$ cat src/rtl/hex_page_display.sv
// hex_page_display: paged, blinking seven-segment hex view of a captured value,
// with leading-zero blanking and manual or timed page selection.
module hex_page_display #(
    parameter int DIGITS     = 6,
    parameter int DATA_W     = 32,
    parameter int BLINK_DIV  = 25000000,
    parameter int SCROLL_DIV = 50000000,
    localparam int NPAGES = (DATA_W + 4 * DIGITS - 1) / (4 * DIGITS),
    localparam int PW     = (NPAGES > 1) ? $clog2(NPAGES) : 1
) (
    input  logic                  clk,
    input  logic                  reset,
    input  logic [DATA_W-1:0]     din,
    input  logic                  din_valid,
    input  logic                  hold,
    input  logic                  blank_lz,
    input  logic                  blink_en,
    input  logic                  mode,
    input  logic                  page_next,
    output logic [7*DIGITS-1:0]   segs,
    output logic [PW-1:0]         page,
    output logic                  captured
);
    localparam int EXT_W = NPAGES * 4 * DIGITS;
    localparam int BW    = (BLINK_DIV > 1) ? $clog2(BLINK_DIV) : 1;
    localparam int SW    = (SCROLL_DIV > 1) ? $clog2(SCROLL_DIV) : 1;

    logic [DATA_W-1:0]   r_shadow;
    logic [7*DIGITS-1:0] r_segs;
    logic [PW-1:0]       r_page;
    logic                r_captured;
    logic [BW-1:0]       r_blink;
    logic [SW-1:0]       r_scroll;
    logic                r_phase;
    logic                r_pn_d;

    logic [EXT_W-1:0]    w_ext;
    logic [EXT_W-1:0]    w_sh;
    logic [7*DIGITS-1:0] w_segs;
    logic                w_blink_wrap;
    logic                w_scroll_wrap;
    logic                w_step;
    int                  w_idx;

    function automatic logic [6:0] hex7(input logic [3:0] n);
        case (n)
            4'h0: hex7 = 7'b1000000;
            4'h1: hex7 = 7'b1111001;
            4'h2: hex7 = 7'b0100100;
            4'h3: hex7 = 7'b0110000;
            4'h4: hex7 = 7'b0011001;
            4'h5: hex7 = 7'b0010010;
            4'h6: hex7 = 7'b0000010;
            4'h7: hex7 = 7'b1111000;
            4'h8: hex7 = 7'b0000000;
            4'h9: hex7 = 7'b0011000;
            4'hA: hex7 = 7'b0001000;
            4'hB: hex7 = 7'b0000011;
            4'hC: hex7 = 7'b1000110;
            4'hD: hex7 = 7'b0100001;
            4'hE: hex7 = 7'b0000110;
            default: hex7 = 7'b0001110;
        endcase
    endfunction

    assign w_ext         = EXT_W'(r_shadow);
    assign w_blink_wrap  = r_blink == BW'(BLINK_DIV - 1);
    assign w_scroll_wrap = r_scroll == SW'(SCROLL_DIV - 1);
    assign w_step        = mode ? w_scroll_wrap : (page_next && !r_pn_d);

    // A digit is blank when its nibble and all higher ones are zero, except nibble 0.
    always_comb begin
        w_segs = '1;
        w_idx  = 0;
        w_sh   = '0;
        for (int d = 0; d < DIGITS; d++) begin
            w_idx = int'(r_page) * DIGITS + d;
            w_sh  = w_ext >> (4 * w_idx);
            if (!blank_lz || |w_sh || w_idx == 0) w_segs[7*d +: 7] = hex7(w_sh[3:0]);
        end
    end

    always_ff @(posedge clk or posedge reset) begin
        if (reset) begin
            r_shadow   <= '0;
            r_segs     <= '1;
            r_page     <= '0;
            r_captured <= 1'b0;
            r_blink    <= '0;
            r_scroll   <= '0;
            r_phase    <= 1'b0;
            r_pn_d     <= 1'b0;
        end else begin
            r_pn_d     <= page_next;
            r_captured <= din_valid && !hold;
            if (din_valid && !hold) r_shadow <= din;
            r_scroll   <= (!mode || w_scroll_wrap) ? '0 : r_scroll + 1'b1;
            if (w_step && NPAGES > 1) r_page <= (r_page == PW'(NPAGES - 1)) ? '0 : r_page + 1'b1;
            r_blink    <= (!blink_en || w_blink_wrap) ? '0 : r_blink + 1'b1;
            r_phase    <= blink_en && (r_phase ^ w_blink_wrap);
            r_segs     <= (blink_en && r_phase) ? '1 : w_segs;
        end
    end

    assign segs     = r_segs;
    assign page     = r_page;
    assign captured = r_captured;
endmodule

$ cat config.mk
export PLATFORM = sky130hd
export DESIGN_NAME = hex_page_display
export DESIGN_NICKNAME = d
export VERILOG_FILES = /design/src/rtl/hex_page_display.sv
export SDC_FILE = /design/constraint.sdc
export NUM_CORES = 1
export LEC_CHECK = 0
export ABC_AREA = 1
export CAP_MARGIN = 20
export CORE_MARGIN = 10
export CORE_UTILIZATION = 52
export DETAILED_ROUTE_END_ITERATION = 8
export PLACE_DENSITY = 0.77
export RECOVER_POWER = 100
export SLEW_MARGIN = 15
export SYNTH_ARGS = -nofsm -noshare
export SYNTH_HDL_FRONTEND = slang
export SYNTH_SLANG_ARGS = --single-unit
$ cat constraint.sdc
create_clock -name clk -period 4.2 [get_ports clk]
set_clock_uncertainty 0.1 [all_clocks]
set_input_delay 0.63 -clock clk [delete_from_list [all_inputs] [get_ports clk]]
set_output_delay 0.63 -clock clk [all_outputs]
set_load 0.01 [all_outputs]
Word-level counts from Yosys, hierarchy flattened --
Memories as Yosys holds them, arrays and structs flattened. Cells that the tools add are included.
Word-level totals: register bits after elaboration 129, bits in read-only memories 672, output and inout bits 44, word-level logic and storage cells 78, memories 6
Memories:
- (name not given) | words 16, width 7, read ports 1, clocked after memory_dff 0, wr ports 0, RTL line 46 | case (n)
- (name not given) | words 16, width 7, read ports 1, clocked after memory_dff 0, wr ports 0, RTL line 46
- (name not given) | words 16, width 7, read ports 1, clocked after memory_dff 0, wr ports 0, RTL line 46
- (name not given) | words 16, width 7, read ports 1, clocked after memory_dff 0, wr ports 0, RTL line 46
- (name not given) | words 16, width 7, read ports 1, clocked after memory_dff 0, wr ports 0, RTL line 46
- (name not given) | words 16, width 7, read ports 1, clocked after memory_dff 0, wr ports 0, RTL line 46
Cells by class: add/sub/neg operators 8, multipliers 1, equal/unequal tests 2, shift-type cells 6, muxes and demuxes 11, bitwise gates (word level) 1, reductions and logical operators 35
Operator list (number):
- $reduce_or A48 Y1 | 6
- $shr A32 B32 Y48 | 5
- $logic_not A32 Y1 | 6
- $add A32 B3 Y32 const B | 2
- $shr A32 B7 Y48 | 1
- $mux W42 | 1
- $mux W7 | 6
- $add A32 B2 Y32 const B | 1
- $add A32 B4 Y32 const B | 1
- $add A26 B1 Y26 const B | 1
- $eq A26 B26 Y1 const B | 1
- $mux W26 | 1
- $add A25 B1 Y25 const B | 1
- $eq A25 B25 Y1 const B | 1
- $mux W25 | 1
- $logic_or A1 B1 Y1 | 14
- $add A4 B3 Y5 const B | 1
- $logic_not A1 Y1 | 5
- $logic_and A1 B1 Y1 | 4
- $mul A1 B2 Y3 const B | 1
- $mux W1 | 2
- $add A1 B1 Y1 const B | 1
- $xor A1 B1 Y1 | 1

Logic depth before layout (Yosys ltp) --
Gate-level depths: netlist (run 1).
depth after elaboration 8, gate-level depth with buffers 13, gate-level depth less buffers 11

Worst setup path after synthesis (run 1) --
Ideal clock, no wire load.
path type register to register, from reg r_page (netlist: page), to reg r_segs[13] (netlist: segs[13]), setup time 80 ps, arrival 1785 ps, path slack 2235 ps, cell stages (with the launch flop) 10, period minus slack after synthesis 1965 ps, cells stage by stage dfrtp_1 > buf_6 > buf_6 > o21ai_0 > inv_1 > ha_1 > nand3_1 > o21ai_0 > nor3_1 > nand2_1
On the way: cells in the longest elaborated chain, start to end 8, elaborated cells on any way between the ends 10, classes of those cells add/sub: 1; mul: 1; shift: 1; mux: 2; reduce/logical: 4; memory: 1
Ends and longest elaborated chain:
- from (decl) | RTL line 30 | logic [PW-1:0] r_page;
- from (signal assigned) | RTL line 98 | if (w_step && NPAGES > 1) r_page <= (r_page == PW'(NPAGES - 1)) ? '0 : r_page + 1'b1;
- $mul A1 B2 Y3 * | RTL line 77 | w_idx = int'(r_page) * DIGITS + d;
- $add A32 B2 Y32 * | RTL line 77
- branches (longest 4 deep; another with $mem_v2 Z16 W7)
- $mux W7 * | RTL line 79 | if (!blank_lz || |w_sh || w_idx == 0) w_segs[7*d +: 7] = hex7(w_sh[3:0]);
- $mux W42 * | RTL line 101 | r_segs <= (blink_en && r_phase) ? '1 : w_segs;
- to (signal assigned) | RTL line 101
- to (decl) | RTL line 29 | logic [7*DIGITS-1:0] r_segs;
Every way passes the cells marked *. A chain may end at the register's enable or synchronous reset.

==> impl_summary.txt, run 1 <==
----------------------------------------------------
[Outcome]
  Outcome ... complete, but fails checks
  Violated checks ... max-capacitance violations, max-slew violations

[Synthesis]
  Post-Synthesis Cell Area ... 7520 um^2
  Post-synth EDFFs ... 0
  Average cell area after synthesis ... 7.37 um^2
  Seq cells post-synth ... 129
  Post-Synth XOR/XNOR Area ... 2.44%
  Share of the synthesized area in compound gates (AO/OA/AOI/OAI) ... 6.93%
  Main combinational cell family by area after synthesis ... simple AND/OR/NAND/NOR gates
  Synthesized netlist net count ... 1,091
  Number of distinct library cells after synthesis ... 38
  Instance count of the mapped netlist ... 1,021
  Portion of netlist area occupied by mux cells ... 0%
  Synth Area in Adders ... 4.99%
  Dominant synthesized flop cell ... sky130_fd_sc_hd__dfrtp_1
  Synth warnings ... 0
  Simple-gate share of the synthesized area ... between 30% and 40%
  Async set-or-reset flop fraction in the synthesized netlist ... between 90% and 100%
  Sequential element share of the synthesized area ... a little over two fifths

[Setup path]
  Worst path slowest cell ... sky130_fd_sc_hd__inv_1
  Worst Setup Start Kind ... primary input
  RR Endpoint ... segs[9]
  Reg2Reg Setup Slack ... 1460 ps
  Family with the most delay on the worst path ... buffers and inverters
  Reg-to-reg critical path startpoint ... page
  Highest net fanout along the worst path ... 63
  Crit path buffers/inverters ... 3
  Setup crit end kind ... asynchronous set/reset pin
  WP data required ... 4640 ps
  Critical path class ... primary input to asynchronous set/reset pin
  Delay of the slowest critical-path stage ... 1700 ps
  List of cells traversed by the critical path ... clkdlybuf4s50_1, inv_1, buf_4
  Depth of the most critical reg-to-reg path ... 9
  Arrival time reported for the critical path endpoint ... 3330 ps

[Timing]
  Worst-margin pin slew ... 2430 ps
  Setup violations, final ... 0
  Final TNS setup ... 0 ps
  Achievable clock frequency ... 0.347 GHz
  Period minus WS final ... 2880 ps
  Worst-case headroom to the max-slew limit ... -62.2%
  Period utilisation layout ... 68.7%
  Final hold viol count ... 0
  Final number of max-transition violations ... 63
  Worst hold-check slack ... approximately 380 ps
  Unrepaired setup endpoints after global routing ... no

[Global routing]
  Wire length of the first global-routing pass ... ~30,000 um
  Tot GR Track Use ... 17.8%
  Maximum number of pins on one net before global-route repair ... 64
  Via count of the first global-routing pass ... 6,414
  Overflow left after global routing ... 0
  Antenna violations before repair ... 0

[Final layout]
  Most common cell after layout, fill and taps aside ... sky130_fd_sc_hd__nand2_1
  Fraction of final layout cells sized beyond drive strength 1 ... between 8 and 9%
  Area grow syn2layout ... 19.2%
  Leading cell types in the layout, fill and taps excluded ... 340 x sky130_fd_sc_hd__nand2_1, 174 x sky130_fd_sc_hd__nor2_1, 106 x sky130_fd_sc_hd__inv_1, 87 x sky130_fd_sc_hd__dfrtp_1, 60 x sky130_fd_sc_hd__nand3_1
  Net count, final ... around 1,200
  ANT cells ... 0

[Detailed routing]
  Detailed-route via count ... 6,601
  Via/cell ratio ... 5.07
  Routed wire length ... 17,600 um
  Routed Antenna Nets ... 0
  DRT Pass-1 Iters ... 5
  Remaining design rule violation count ... 0
  DRC marker count from the first detailed-route iteration ... ~440
  Mean routed wirelength per cell ... around 13 um

[Clock tree]
  Hold Buf Count CTS ... 0
  Clock slew at reported path FFs ... 60 ps
  Clock latency on the worst-skew pair ... 430 ps
  Total clock buffers created by CTS ... 17
  Clock tree from TritonCTS ... built
  Number of gates resized after cts ... 0
  Buffers inserted by post-CTS timing repair ... 0
  Root Buffer ... sky130_fd_sc_hd__clkbuf_16
  Deepest level of the CTS H-tree ... 4
  Clock tree buffer depth ... 2
  Num Clock Sinks ... 129

[Pwr]
  Internal power summed over all cells ... between 2 and 3 mW
  Sw power ... roughly 1.4 mW
  Lkg Pwr ... ~4.3 nW
  Clock group share of total power ... 30.7%
  Worst ir drop on vdd ... 0.328 mV
  Sw Share ... around 33%
  Power density over the cells ... ~480 nW/um^2
  Combinational cell fraction of total power ... 30.8%
  Sequential group share of total power ... around two fifths

[Die]
  Die Footprint ... 19,700 um^2
  Initial Utilization ... 53.6%
  Core Region ... 14,000 um^2
  Total I/O pin count ... 84
  Chip Width ... roughly 140 um
  Number of placement rows ... 43
  Die span in y ... 140 um

[Hold path]
  Cell count of the worst hold path ... 2
  Worst hold-check path type ... register to register
  Destination of the worst hold path ... r_shadow[7]
  Worst hold start ... r_shadow[7]

[Placement]
  Count of buffers from port buffering ... 83
  Routability cong. ... between 0.9 and 1
  Dpl hpwl ... around 13,000 um

[Job]
  Number of max-cap violations ... 1

----------------------------------------------------
area by class of cell:
class                      instances  area [um^2]
clock inverter                     9         57.6
clock buffer                      23          469
timing repair buffer              87          873
fill                            1250         5070
inverter                         109          414
multi-input combinational        766         3650
tap                              180          225
sequential                       129         3280
registers in the layout, summed over array words and instances (netlist names):
register / cells
captured: 1
page: 1
r_blink: 25
r_phase: 1
r_pn_d: 1
r_scroll: 26
r_shadow: 32
segs: 42
tightest hold or removal path: cells and delay by family, from the launching register on:
family        cells  cell delay [ps]
flops             1              340
simple gates      2              100
worst max path at each step:
stage,start,to,slack (ps),cells past startpoint
floorplan,reset,captured,100,1
finish,reset,segs[4],1320,3
global placement,blink_en,segs[37],1610,6
detailed placement,blink_en,segs[37],1580,6
global route,reset,r_shadow[9],770,2
CTS,page,page,1480,1
kinds of logic after synthesis:
| group | Yosys count |
|---|---|
| and+or+nand+nor | 619 |
| DFF | 129 |
| buffers and inverters | 126 |
| AOI/OAI and AO/OA | 96 |
| adders and majority gates | 30 |
| xor gates and xnor gates | 21 |
stage by stage:
| step | setup WS [ps] | util (%) | area, um^2 | cells | total power, mW |
|---|---|---|---|---|---|
| after floorplan | 98.5 | - | 7520 | 1021 | 2.55 |
| after global placement | 1610 | 60.6 | 8510 | 1271 | 3.09 |
| after detailed placement | 1580 | 60.6 | 8510 | 1271 | 3.11 |
| after CTS | 1480 | 64.4 | 9040 | 1303 | 4.43 |
| after global routing | 773 | 63.9 | 8970 | 1303 | 4.56 |
| final | 1320 | 63.9 | 8970 | 1303 | 4.31 |
cell usage after synthesis (2+ instances only):
cell type / instances / share of area [%]
sky130_fd_sc_hd__nand4_1: 5 / 0.42
sky130_fd_sc_hd__dfrtp_1: 87 / 29
sky130_fd_sc_hd__nand2_2: 12 / 1.0
sky130_fd_sc_hd__nor2_1: 172 / 8.6
sky130_fd_sc_hd__nor3_4: 2 / 0.43
sky130_fd_sc_hd__o21ai_2: 3 / 0.35
sky130_fd_sc_hd__nand2_4: 6 / 0.90
sky130_fd_sc_hd__nor2_8: 2 / 0.53
sky130_fd_sc_hd__nor2_2: 3 / 0.25
sky130_fd_sc_hd__nand2_1: 335 / 17
sky130_fd_sc_hd__buf_6: 3 / 0.45
sky130_fd_sc_hd__nand3_1: 59 / 3.9
sky130_fd_sc_hd__inv_1: 106 / 5.3
sky130_fd_sc_hd__nand4_2: 2 / 0.33
sky130_fd_sc_hd__nand3b_1: 5 / 0.50
sky130_fd_sc_hd__o211ai_1: 6 / 0.60
sky130_fd_sc_hd__a21oi_1: 24 / 1.6
sky130_fd_sc_hd__dfstp_2: 42 / 15
sky130_fd_sc_hd__xnor2_1: 8 / 0.93
sky130_fd_sc_hd__xor2_1: 13 / 1.5
sky130_fd_sc_hd__nand3_2: 2 / 0.27
sky130_fd_sc_hd__ha_1: 30 / 5.0
sky130_fd_sc_hd__clkbuf_1: 9 / 0.45
sky130_fd_sc_hd__o21ai_1: 3 / 0.20
sky130_fd_sc_hd__buf_4: 4 / 0.40
sky130_fd_sc_hd__o21ai_0: 54 / 3.6
sky130_fd_sc_hd__nor3_1: 13 / 0.86
power groups by stage:
| stage | Clock (mW) | Sequential (mW) | Combinational [mW] |
|---|---|---|---|
| 2_1_floorplan | 0 | 1.75 | 0.798 |
| 3_3_place_gp | 0 | 1.69 | 1.39 |
| 3_5_place_dp | 0 | 1.69 | 1.41 |
| 4_1_cts | 1.33 | 1.67 | 1.42 |
| 5_1_grt | 1.39 | 1.69 | 1.48 |
| 6_report | 1.32 | 1.66 | 1.33 |
routing by layer:
layer / GRT usage, % / up-vias / wire length (um)
met3: 6.15 / 20 / 1090
met1: 22.5 / 3046 / 8190
met5: 0 / - / 0
met4: 4.95 / 0 / 170
li1: - / 3378 / -
met2: 28.2 / 157 / 8130
Power figures use the tool's default switching activity.
==> run 2, diff against run 1 <==
Settings changed: CORE_UTILIZATION 52 to 57, PLACE_DENSITY 0.77 to 0.8.
Clock period 4.2 ns to 2.8 ns, I/O delays scaled along.
==> run 2 against run 1 <==
Net effect: the run still ends with max-capacitance violations, max-slew violations left; sequential share of layout area is 0.25 points lower; clock power is 64% higher; flip-flop and latch count stayed put; global-route usage is 2.0 points higher; first-iteration DRC count is 0.92% higher; final area is 0.68% higher; sequential power is 49% higher; critical path type is now register to register; largest power group unchanged.
==> impl_summary.txt, run 2 (same netlist as run 1, synthesis figures left out) <==
----------------------------------------------------
[Outcome]
  Outcome ... complete, but fails checks (unchanged)
  Violated checks ... max-capacitance violations, max-slew violations (unchanged)

[Setup path]
  Cell repeated most along the worst path ... sky130_fd_sc_hd__nand2_1
  Setup crit end kind ... register (was asynchronous set/reset pin)
  Arrival time reported for the critical path endpoint ... 2730 ps (was 3330 ps)
  Critical path class ... register to register (was primary input to asynchronous set/reset pin)
  Worst path slowest cell ... sky130_fd_sc_hd__dfrtp_1 (was sky130_fd_sc_hd__inv_1)
  Delay of the slowest critical-path stage ... 520 ps (was 1700 ps)
  Worst Setup Start Kind ... register (was primary input)
  WP data required ... 3070 ps (was 4640 ps)
  List of cells traversed by the critical path ... inv_6, nand2_1, ha_1, nand2_1, nor2_1, nand2_4, nor2_1, nand2_4, nand2_1 (was clkdlybuf4s50_1, inv_1, buf_4)
  Highest net fanout along the worst path ... 25 (was 63)

[Clock tree]
  Buffers inserted by post-CTS timing repair ... 0 (unchanged)
  Clock tree buffer depth ... 2 (unchanged)
  Clock tree from TritonCTS ... built (unchanged)
  Clock slew at reported path FFs ... 60 ps (about the same)
  Total clock buffers created by CTS ... 17 (unchanged)
  Root Buffer ... sky130_fd_sc_hd__clkbuf_16 (unchanged)
  Num Clock Sinks ... 129 (unchanged)
  Number of gates resized after cts ... 0 (unchanged)
  Clock latency on the worst-skew pair ... 420 ps (was 430 ps)
  Deepest level of the CTS H-tree ... 4 (unchanged)
  Hold Buf Count CTS ... 0 (unchanged)

[Timing]
  Period utilisation layout ... approximately nine tenths
  Final hold viol count ... 0 (unchanged)
  Final number of max-transition violations ... 130 (was 63)
  Final TNS setup ... 0 ps (unchanged)
  Worst-case headroom to the max-slew limit ... -13.5% (was -62.2%)
  Achievable clock frequency ... around 0.41 GHz
  Period minus WS final ... 2470 ps
  Worst-margin pin slew ... 1700 ps (was 2430 ps)
  Unrepaired setup endpoints after global routing ... no (unchanged)
  Setup violations, final ... 0 (unchanged)

[Pwr]
  Worst ir drop on vdd ... 0.495 mV (was 0.328 mV)
  Internal power summed over all cells ... 4.50 mW (was 2.88 mW)
  Overall Power ... 6.65 mW (was 4.31 mW)
  Sw power ... 2.15 mW (was 1.43 mW)
  Clock group share of total power ... 32.4% (was 30.7%)
  Lkg Pwr ... 4.37 nW (was 4.31 nW)
  Sequential group share of total power ... 37.3% (was 38.5%)
  Combinational cell fraction of total power ... 30.3% (was 30.8%)
  Power density over the cells ... 736 nW/um^2 (was 481 nW/um^2)
  Sw Share ... 32.4% (was 33.1%)

[Die]
  Die Footprint ... 18,200 um^2 (was 19,700 um^2)
  Chip Width ... 135 um (was 140 um)
  Initial Utilization ... 58.9% (was 53.6%)
  Die span in y ... 135 um (was 140 um)
  Core Region ... 12,800 um^2 (was 14,000 um^2)
  Total I/O pin count ... 84 (unchanged)
  Number of placement rows ... 41 (was 43)

[Detailed routing]
  Amount of wire on met3 after detailed routing ... 980 um (was 1090 um)
  DRC marker count from the first detailed-route iteration ... 441 (was 437)
  Remaining design rule violation count ... 0 (unchanged)
  Detailed-route via count ... 6,578 (was 6,601)
  Max layer used ... met4 (unchanged)
  DRT Pass-1 Iters ... 5 (unchanged)
  Routed Antenna Nets ... 0 (unchanged)
  Met2 routed wirelength ... 8360 um (was 8130 um)
  Via/cell ratio ... 5.08 (was 5.07)
  Routed metal-1 wire length ... 7850 um (was 8190 um)
  Routed wire length ... 17,400 um (was 17,600 um)
  Mean routed wirelength per cell ... 13.4 um (was 13.5 um)

[Final layout]
  Max FFs per register ... 42 (unchanged)
  Net count, final ... 1,181 (was 1,180)
  Filler Cell Count ... 1,048 (was 1,250)
  Post-Route Utilization ... 70.7% (was 63.9%)
  Most common cell after layout, fill and taps aside ... sky130_fd_sc_hd__nand2_1 (unchanged)
  Area grow syn2layout ... 20.0% (was 19.2%)
  Cell Count, Final, Fillers Out ... 1,296 (was 1,303)
  ANT cells ... 0 (unchanged)
  Leading cell types in the layout, fill and taps excluded ... 336 x sky130_fd_sc_hd__nand2_1, 175 x sky130_fd_sc_hd__nor2_1, 105 x sky130_fd_sc_hd__inv_1, 87 x sky130_fd_sc_hd__dfrtp_1, 60 x sky130_fd_sc_hd__nand3_1 (was 340 x sky130_fd_sc_hd__nand2_1, 174 x sky130_fd_sc_hd__nor2_1, 106 x sky130_fd_sc_hd__inv_1, 87 x sky130_fd_sc_hd__dfrtp_1, 60 x sky130_fd_sc_hd__nand3_1)
  Fraction of final layout cells sized beyond drive strength 1 ... 9.34% (was 8.73%)

[Global routing]
  Wire length of the first global-routing pass ... 29,900 um (was 29,500 um)
  Tot GR Track Use ... 19.8% (was 17.8%)
  Maximum number of pins on one net before global-route repair ... 130 (was 64)
  Via count of the first global-routing pass ... 6,543 (was 6,414)
  Overflow left after global routing ... 0 (unchanged)
  Antenna violations before repair ... 0 (unchanged)

[Placement]
  Count of buffers from port buffering ... 83 (unchanged)
  Routability cong. ... 0.891 (was 0.928)
  Number of cells in the design after placement ... 1,264 (was 1,271)
  Dpl hpwl ... 12,400 um (was 12,900 um)

[Hold path]
  Worst hold-check path type ... register to register (unchanged)

[Job]
  Number of max-cap violations ... 1 (unchanged)

----------------------------------------------------
-- run 2: cell count changes in the layout (fill, tap and decap cells not counted), sizes merged --
cell | previous run | this run
bufinv | 0 | 1
clkbuf | 23 | 25
clkdlybuf4s50 | 37 | 36
clkinv | 7 | 5
clkinvlp | 1 | 2
dlygate4sd3 | 46 | 47
inv | 110 | 109
-- run 2: metal layers --
| metal | vias to the layer above | track usage [%] |
|---|---|---|
| li1 | 3372 | - |
| met1 | 3034 | 24.6 |
| met2 | 147 | 32.4 |
| met3 | 25 | 6.23 |
| met4 | 0 | 5.38 |
| met5 | - | 0 |
-- run 2: critical path: cells and delay by family (launching register included) --
family	cells	cell delay, ps
flip-flops	1	520
AND/OR/NAND/NOR	7	1360
adder cells (fa/ha/maj)	1	260
buffers and inverters	1	170
-- run 2: cell type report --
type	count	area (um^2)	share of cell area (%)
tap	172	215	2.38
sequential	129	3280	36.3
inverter	109	418	4.63
clock buffer	24	503	5.57
timing repair buffer	88	868	9.62
multi-input combinational	766	3670	40.7
clock inverter	8	73.8	0.818
-- run 2: stage by stage --
step | setup slack (ps) | hold slack, ps | instance area (um^2)
after floorplan | 719 | 337 | 7530
after global placement | 674 | 355 | 8510
after detailed placement | 576 | 359 | 8510
after CTS | 533 | 373 | 9090
after global routing | 178 | 396 | 9030
final | 334 | 371 | 9030
-- run 2: worst paths after layout --
kind | from | endpoint | slack [ps] | cells after the start
worst min register to register | r_shadow[0] | r_shadow[0] | 370 | 2
worst min-delay path | r_shadow[0] | r_shadow[0] | 370 | 2
min in group asynchronous | reset | r_blink[16] | 1020 | 3
worst max-delay path | page | segs[1] | 330 | 9
worst max register to register | page | segs[1] | 330 | 9
max in group asynchronous | reset | r_scroll[14] | 520 | 3
-- run 2: power by group through the flow --
stage / registers, mW / logic [mW] / clock network, mW
floorplan: 2.63 / 1.20 / 0
global placement: 2.53 / 2.09 / 0
detailed placement: 2.53 / 2.13 / 0
CTS: 2.50 / 2.16 / 2.17
global route: 2.52 / 2.27 / 2.25
finish: 2.48 / 2.01 / 2.16
